===== config.mk =====
export PLATFORM = sky130hd
export DESIGN_NAME = mem_block_arbiter
export DESIGN_NICKNAME = d
export VERILOG_FILES = /design/src/rtl/mem_block_arbiter_pkg.sv /design/src/rtl/mem_block_arbiter_pick.sv /design/src/rtl/mem_block_arbiter.sv
export SDC_FILE = /design/constraint.sdc
export NUM_CORES = 2
export LEC_CHECK = 0
export BUFFER_PORTS_ARGS = -buffer_cell sky130_fd_sc_hd__buf_2
export CORE_AREA = 8 8 638 640
export CTS_CLUSTER_DIAMETER = 120
export CTS_CLUSTER_SIZE = 8
export DETAILED_ROUTE_END_ITERATION = 8
export DIE_AREA = 0 0 646 648
export PLACE_DENSITY_LB_ADDON = 0.1
export SYNTH_ARGS = -nofsm -noshare
export SYNTH_HDL_FRONTEND = slang
export SYNTH_SLANG_ARGS = --single-unit

===== constraint.sdc =====
create_clock -name CLK -period 2.38 [get_ports CLK]
set_input_delay 0.476 -clock CLK [delete_from_list [all_inputs] [get_ports CLK]]
set_output_delay 0.476 -clock CLK [all_outputs]
set_load 0.1 [all_outputs]

===== src/rtl/mem_block_arbiter_pkg.sv =====
// mem_arb_pkg: shared state, owner and op encodings plus default widths
// for the iCache/dCache backing-memory arbiter.
package mem_arb_pkg;

    localparam int ADDR_W_DEF   = 32;
    localparam int BLK_W_DEF    = 256;
    localparam int OFF_W_DEF    = 5;
    localparam int MAX_WAIT_DEF = 255;

    typedef enum logic [1:0] {
        IDLE = 2'd0,
        BUSY = 2'd1,
        DONE = 2'd2
    } arbState_t;

    localparam logic OWN_I = 1'b0;
    localparam logic OWN_D = 1'b1;

    localparam logic OP_RD = 1'b0;
    localparam logic OP_WR = 1'b1;

endpackage


===== src/rtl/mem_block_arbiter_pick.sv =====
// mem_arb_pick: combinational winner/op selection for the memory arbiter.
// A requester with both rd and wr raised is serviced as a write first
// (writeback before refill). Between requesters dCache wins by default;
// with ARB_ROUND_ROBIN_EN defined, simultaneous requests go to whichever
// requester was not served last.
module mem_arb_pick
    import mem_arb_pkg::*;
(
    input  logic iRd,
    input  logic iWr,
    input  logic dRd,
    input  logic dWr,
`ifdef ARB_ROUND_ROBIN_EN
    input  logic lastOwner,
`endif
    output logic valid,
    output logic winner,
    output logic op
);

    logic iWants;
    logic dWants;

    // Pick the winning requester, then its operation (write beats read).
    always_comb begin
        iWants = iRd | iWr;
        dWants = dRd | dWr;
        valid  = iWants | dWants;
        winner = OWN_I;
        if (iWants && dWants) begin
`ifdef ARB_ROUND_ROBIN_EN
            winner = (lastOwner == OWN_D) ? OWN_I : OWN_D;
`else
            winner = OWN_D;
`endif
        end else if (dWants) begin
            winner = OWN_D;
        end
        if (winner == OWN_D) begin
            op = dWr ? OP_WR : OP_RD;
        end else begin
            op = iWr ? OP_WR : OP_RD;
        end
    end

endmodule


===== src/rtl/mem_block_arbiter.sv =====
// mem_block_arbiter: shares one backing-memory block port between the
// iCache and dCache refill/writeback engines. One transaction at a time:
// IDLE grants, BUSY holds the strobe until mem_ready or timeout, DONE
// pulses the owner's ack. Optional ARB_ROUND_ROBIN_EN alternates winners
// on simultaneous requests instead of fixed dCache priority.
//
//   state | meaning
//   IDLE  | no transaction; arbitrate pending requests
//   BUSY  | strobe held to memory, waiting for mem_ready
//   DONE  | owner's ack pulsed for one cycle, strobes low
module mem_block_arbiter
    import mem_arb_pkg::*;
#(
    parameter int ADDR_W   = ADDR_W_DEF,
    parameter int BLK_W    = BLK_W_DEF,
    parameter int OFF_W    = OFF_W_DEF,
    parameter int MAX_WAIT = MAX_WAIT_DEF
) (
    input  logic              CLK,
    input  logic              RESET,
    input  logic              i_rd_req,
    input  logic              i_wr_req,
    input  logic [ADDR_W-1:0] i_addr,
    input  logic [BLK_W-1:0]  i_wblock,
    output logic [BLK_W-1:0]  i_rblock,
    output logic              i_ack,
    input  logic              d_rd_req,
    input  logic              d_wr_req,
    input  logic [ADDR_W-1:0] d_addr,
    input  logic [BLK_W-1:0]  d_wblock,
    output logic [BLK_W-1:0]  d_rblock,
    output logic              d_ack,
    output logic              mem_rd,
    output logic              mem_wr,
    output logic [ADDR_W-1:0] mem_addr,
    output logic [BLK_W-1:0]  mem_wblock,
    input  logic [BLK_W-1:0]  mem_rblock,
    input  logic              mem_ready,
    output logic              busy,
    output logic              owner,
    output logic              timeout_err
);

    localparam logic [1:0] ST_IDLE = IDLE;
    localparam logic [1:0] ST_BUSY = BUSY;
    localparam logic [1:0] ST_DONE = DONE;

    localparam int CNT_W = $clog2(MAX_WAIT + 1);
    localparam logic [CNT_W-1:0] CNT_LAST = CNT_W'(MAX_WAIT - 1);
    localparam logic [ADDR_W-1:0] OFF_MASK = {{(ADDR_W - OFF_W){1'b0}}, {OFF_W{1'b1}}};

    logic [1:0]        state;
    logic              ownerReg;
    logic              opReg;
    logic [ADDR_W-1:0] addrReg;
    logic [BLK_W-1:0]  wblockReg;
    logic [BLK_W-1:0]  iRblockReg;
    logic [BLK_W-1:0]  dRblockReg;
    logic              timeoutReg;
    logic [CNT_W-1:0]  waitCnt;

    logic              pickValid;
    logic              pickWinner;
    logic              pickOp;
    logic [ADDR_W-1:0] grantAddr;
    logic [BLK_W-1:0]  grantWblock;

`ifdef ARB_ROUND_ROBIN_EN
    logic              lastOwner;
`endif

    mem_arb_pick uPick (
        .iRd       (i_rd_req),
        .iWr       (i_wr_req),
        .dRd       (d_rd_req),
        .dWr       (d_wr_req),
`ifdef ARB_ROUND_ROBIN_EN
        .lastOwner (lastOwner),
`endif
        .valid     (pickValid),
        .winner    (pickWinner),
        .op        (pickOp)
    );

    // Select the winner's block-aligned address and write data for latching.
    always_comb begin
        grantAddr   = ((pickWinner == OWN_D) ? d_addr : i_addr) & ~OFF_MASK;
        grantWblock = (pickWinner == OWN_D) ? d_wblock : i_wblock;
    end

    // Transaction FSM: grant, wait for memory or timeout, acknowledge.
    always_ff @(posedge CLK) begin
        if (RESET) begin
            state      <= ST_IDLE;
            ownerReg   <= OWN_I;
            opReg      <= OP_RD;
            addrReg    <= '0;
            wblockReg  <= '0;
            iRblockReg <= '0;
            dRblockReg <= '0;
            timeoutReg <= 1'b0;
            waitCnt    <= '0;
`ifdef ARB_ROUND_ROBIN_EN
            lastOwner  <= OWN_D;
`endif
        end else begin
            case (state)
                ST_IDLE: begin
                    if (pickValid) begin
                        state     <= ST_BUSY;
                        ownerReg  <= pickWinner;
                        opReg     <= pickOp;
                        addrReg   <= grantAddr;
                        wblockReg <= grantWblock;
                        waitCnt   <= '0;
                    end
                end
                ST_BUSY: begin
                    if (mem_ready) begin
                        if (opReg == OP_RD) begin
                            if (ownerReg == OWN_D) dRblockReg <= mem_rblock;
                            else                   iRblockReg <= mem_rblock;
                        end
                        state <= ST_DONE;
                    end else if (waitCnt == CNT_LAST) begin
                        // Timed-out reads hand back zeros rather than stale data.
                        timeoutReg <= 1'b1;
                        if (opReg == OP_RD) begin
                            if (ownerReg == OWN_D) dRblockReg <= '0;
                            else                   iRblockReg <= '0;
                        end
                        state <= ST_DONE;
                    end else begin
                        waitCnt <= waitCnt + 1'b1;
                    end
                end
                ST_DONE: begin
                    state <= ST_IDLE;
`ifdef ARB_ROUND_ROBIN_EN
                    lastOwner <= ownerReg;
`endif
                end
                default: state <= ST_IDLE;
            endcase
        end
    end

    // Output decode from the registered transaction state.
    always_comb begin
        busy        = (state != ST_IDLE);
        mem_rd      = (state == ST_BUSY) && (opReg == OP_RD);
        mem_wr      = (state == ST_BUSY) && (opReg == OP_WR);
        mem_addr    = addrReg;
        mem_wblock  = wblockReg;
        owner       = ownerReg;
        timeout_err = timeoutReg;
        i_rblock    = iRblockReg;
        d_rblock    = dRblockReg;
        i_ack       = (state == ST_DONE) && (ownerReg == OWN_I);
        d_ack       = (state == ST_DONE) && (ownerReg == OWN_D);
    end

endmodule


==> results.cfg <==
[run_status]
status = completed

[logic_synthesis]
synth_cell_types = 39
ys.flop_type = dfxtp_1
async_reset_ff_share_pct = 0
syn_area_um2 = 30200
ys_ff_latch = 808
yosys_warnings = 0
synth-seq-area-share_pct = 53.6
synth_area_per_cell_um2 = 10.5
synth_enable_flop_cells = 0
syn-instance-count = 2864

[routing]
vias = 34126
drc = 0
detail_route.wl_per_cell_um = 25.3
drt_iter0_drc = 1662
first_pass_iters = 5
ant_nets = 0
routed_wl_um = 268000
vias_per_cell = 3.23

[worst_setup_path]
endpoint_kind = primary output
arrival_ns = 1.82
reg2reg_slack_ns = 0.17
r2r-start = state[1]$_SDFFE_PP0P_
worstSetupStartpointType = register
cp_max_fo = 3
criticalPathCategory = register to primary output
critPathRequiredTime_ns = 1.90
ff2ff_path_depth = 7
timing.rr.end = mem_wblock[115]$_SDFFE_PP0P_

[final_layout]
final_cells = 10571
final_nets = 6076
fillers = 45419
final_cell_mix = 1552 x buf_2, 804 x dfxtp_1, 798 x dlygate4sd3_1
final_area_um2 = 56800
final_common_cell = buf_2
area_growth_pct = 88.3
layout-drive-gt1-share_pct = 40.6
postLayoutCoreUtil_pct = 14.3

[placement]
portBuffers = 1630
preCtsSetupSlack_ns = 0.0907
dp_hpwl_um = 219000
place_congestion = 0.807
postPlaceCellArea_um2 = 45400
dpl.cell_count = 9582

[cts]
tritoncts = yes
root_buffer = clkbuf_16
clkSinkCount = 808
path_clk_slew_ns = 0.06
cts_buffers = 116
htreeDepth = 3
clock_path_buffers = 4
clock_latency_ns = 0.85

[grt]
antenna_found_initial = 119
grt_overflow = 0
grt_pass1_wl_um = 349000
grt_pass1_vias = 36315
grtUsageTotal_pct = 12.1
grt_max_degree = 100

[timing]
holdWs_ns = 0.0799
skew_ns = 0.0582
slew_viol_final = 0
fin_crit_ns = 2.30
min_period_over_period_pct = 96.7
worst_pin_slew_ns = 0.785
maxSlewHeadroom_pct = 47.7
setup_ws_ns = 0.0796
rsz0062_at_grt = true
setup_violations = 0
finalHoldViolCount = 0
fmax_mhz = 435
tns_ns = 0

[flow_run]
maxCapViolCount = 0

[hold_path]
worstHoldPathCells = 3
worstHoldEndpoint = mem_wblock[78]$_SDFFE_PP0P_
hold_path.startpoint = i_wblock[78]
hold_class = input pin to register

[die]
ios = 1646
die_h_um = 648
dieWidth_um = 646
initial_utilization_pct = 7.60
rows = 232
coreArea_um2 = 397000
dieArea_um2 = 419000

[power_and_ir_drop]
vdd_ir_drop_max_v = 0.000577
p_leak_nw = 23.6
powerDensity_nw_per_um2 = 784
total_power_mw = 44.6
## cell families after synthesis
group	count (synthesis)	synth area share, %
AOI/OAI and AO/OA	819	29.8
adders and majority gates	2	0.0829
buffers and inverters	344	5.20
DFF	808	53.6
other	1	0.0124
and+or+nand+nor	890	11.3
## state kept, by name, indices dropped and copies added, names as in the netlist
register	cells
mem_wblock	256
waitCnt	8
i_rblock	256
state	2
mem_addr	27
opReg	1
owner	1
d_rblock	256
timeout_err	1
## repair_timing
item                                    CTS  global route
pin swaps                                 1             1
endpoints found under the hold margin   798             0
hold buffers                            798             0
endpoints found under the setup margin   60            29
gates resized for setup                  79             7
setup buffers                             2             1
## synthesized netlist by cell type (2+ instances only)
library cell	number	area (um^2)
a32o_1	512	5120
nor2_1	294	1100
buf_1	4	15.0
a311oi_1	93	815
nand3_1	5	25.0
buf_2	80	400
nor3b_1	2	15.0
a21oi_1	6	30.0
and3_1	3	18.8
a31oi_1	2	12.5
a311oi_2	190	2850
dfxtp_1	808	16200
nor3_1	2	10.0
a31oi_2	4	50.1
nor2b_1	2	12.5
inv_1	7	26.3
buf_4	5	37.5
buf_6	21	236
o211ai_2	2	25.0
nor3_2	2	20.0
or3_1	4	25.0
a211oi_1	3	22.5
clkbuf_1	227	852
nand2_1	570	2140
ha_1	2	25.0
## cell type report
class	count	area (um^2)	area share (%)
Multi-Input combinational cell	1716	12500	22.1
Timing Repair Buffer	2586	18300	32.2
Tap cell	5265	6590	11.6
Clock buffer	119	2920	5.15
Inverter	7	26.3	0.0463
Sequential cell	808	16200	28.5
Clock inverter	7	115	0.203
Antenna cell	63	158	0.278
## how the worst max path moves through the flow
stage	slack, ns	start	depth (start not counted)	end
CTS	-0.09	state[0]$_SDFFE_PP0P_	5	mem_wr
detailed placement	0.09	d_wr_req	6	waitCnt[6]$_SDFFE_PP0P_
global route	-0.04	state[0]$_SDFFE_PP0P_	4	d_ack
floorplan	-0.08	state[0]$_SDFFE_PP0P_	3	mem_rd
finish	0.08	state[0]$_SDFFE_PP0P_	4	d_ack
global placement	0.09	d_wr_req	6	waitCnt[6]$_SDFFE_PP0P_
## metal layers
layer	vias to the layer above	global-route usage (%)	share of wire, %	wire length (um)
met1	16919	12.8	37	98700
met5	-	0	0.049	132
li1	15651	-	-	-
met2	1198	23.4	54	144000
met4	24	2.35	2.3	6120
met3	334	3.75	7.0	18800
## critical path: stages (launching register included)
cell     delay, ns
dfxtp_2       0.33
buf_6         0.12
buf_4         0.13
nor3b_4       0.20
buf_12        0.20
## power by group
part / internal [mW] / total [mW] / switching (mW)
logic: 3.41 / 14.0 / 10.6
registers: 14.4 / 15.0 / 0.628
clock network: 8.58 / 15.5 / 6.94
Note: power is estimated with default switching activity, not from simulation.
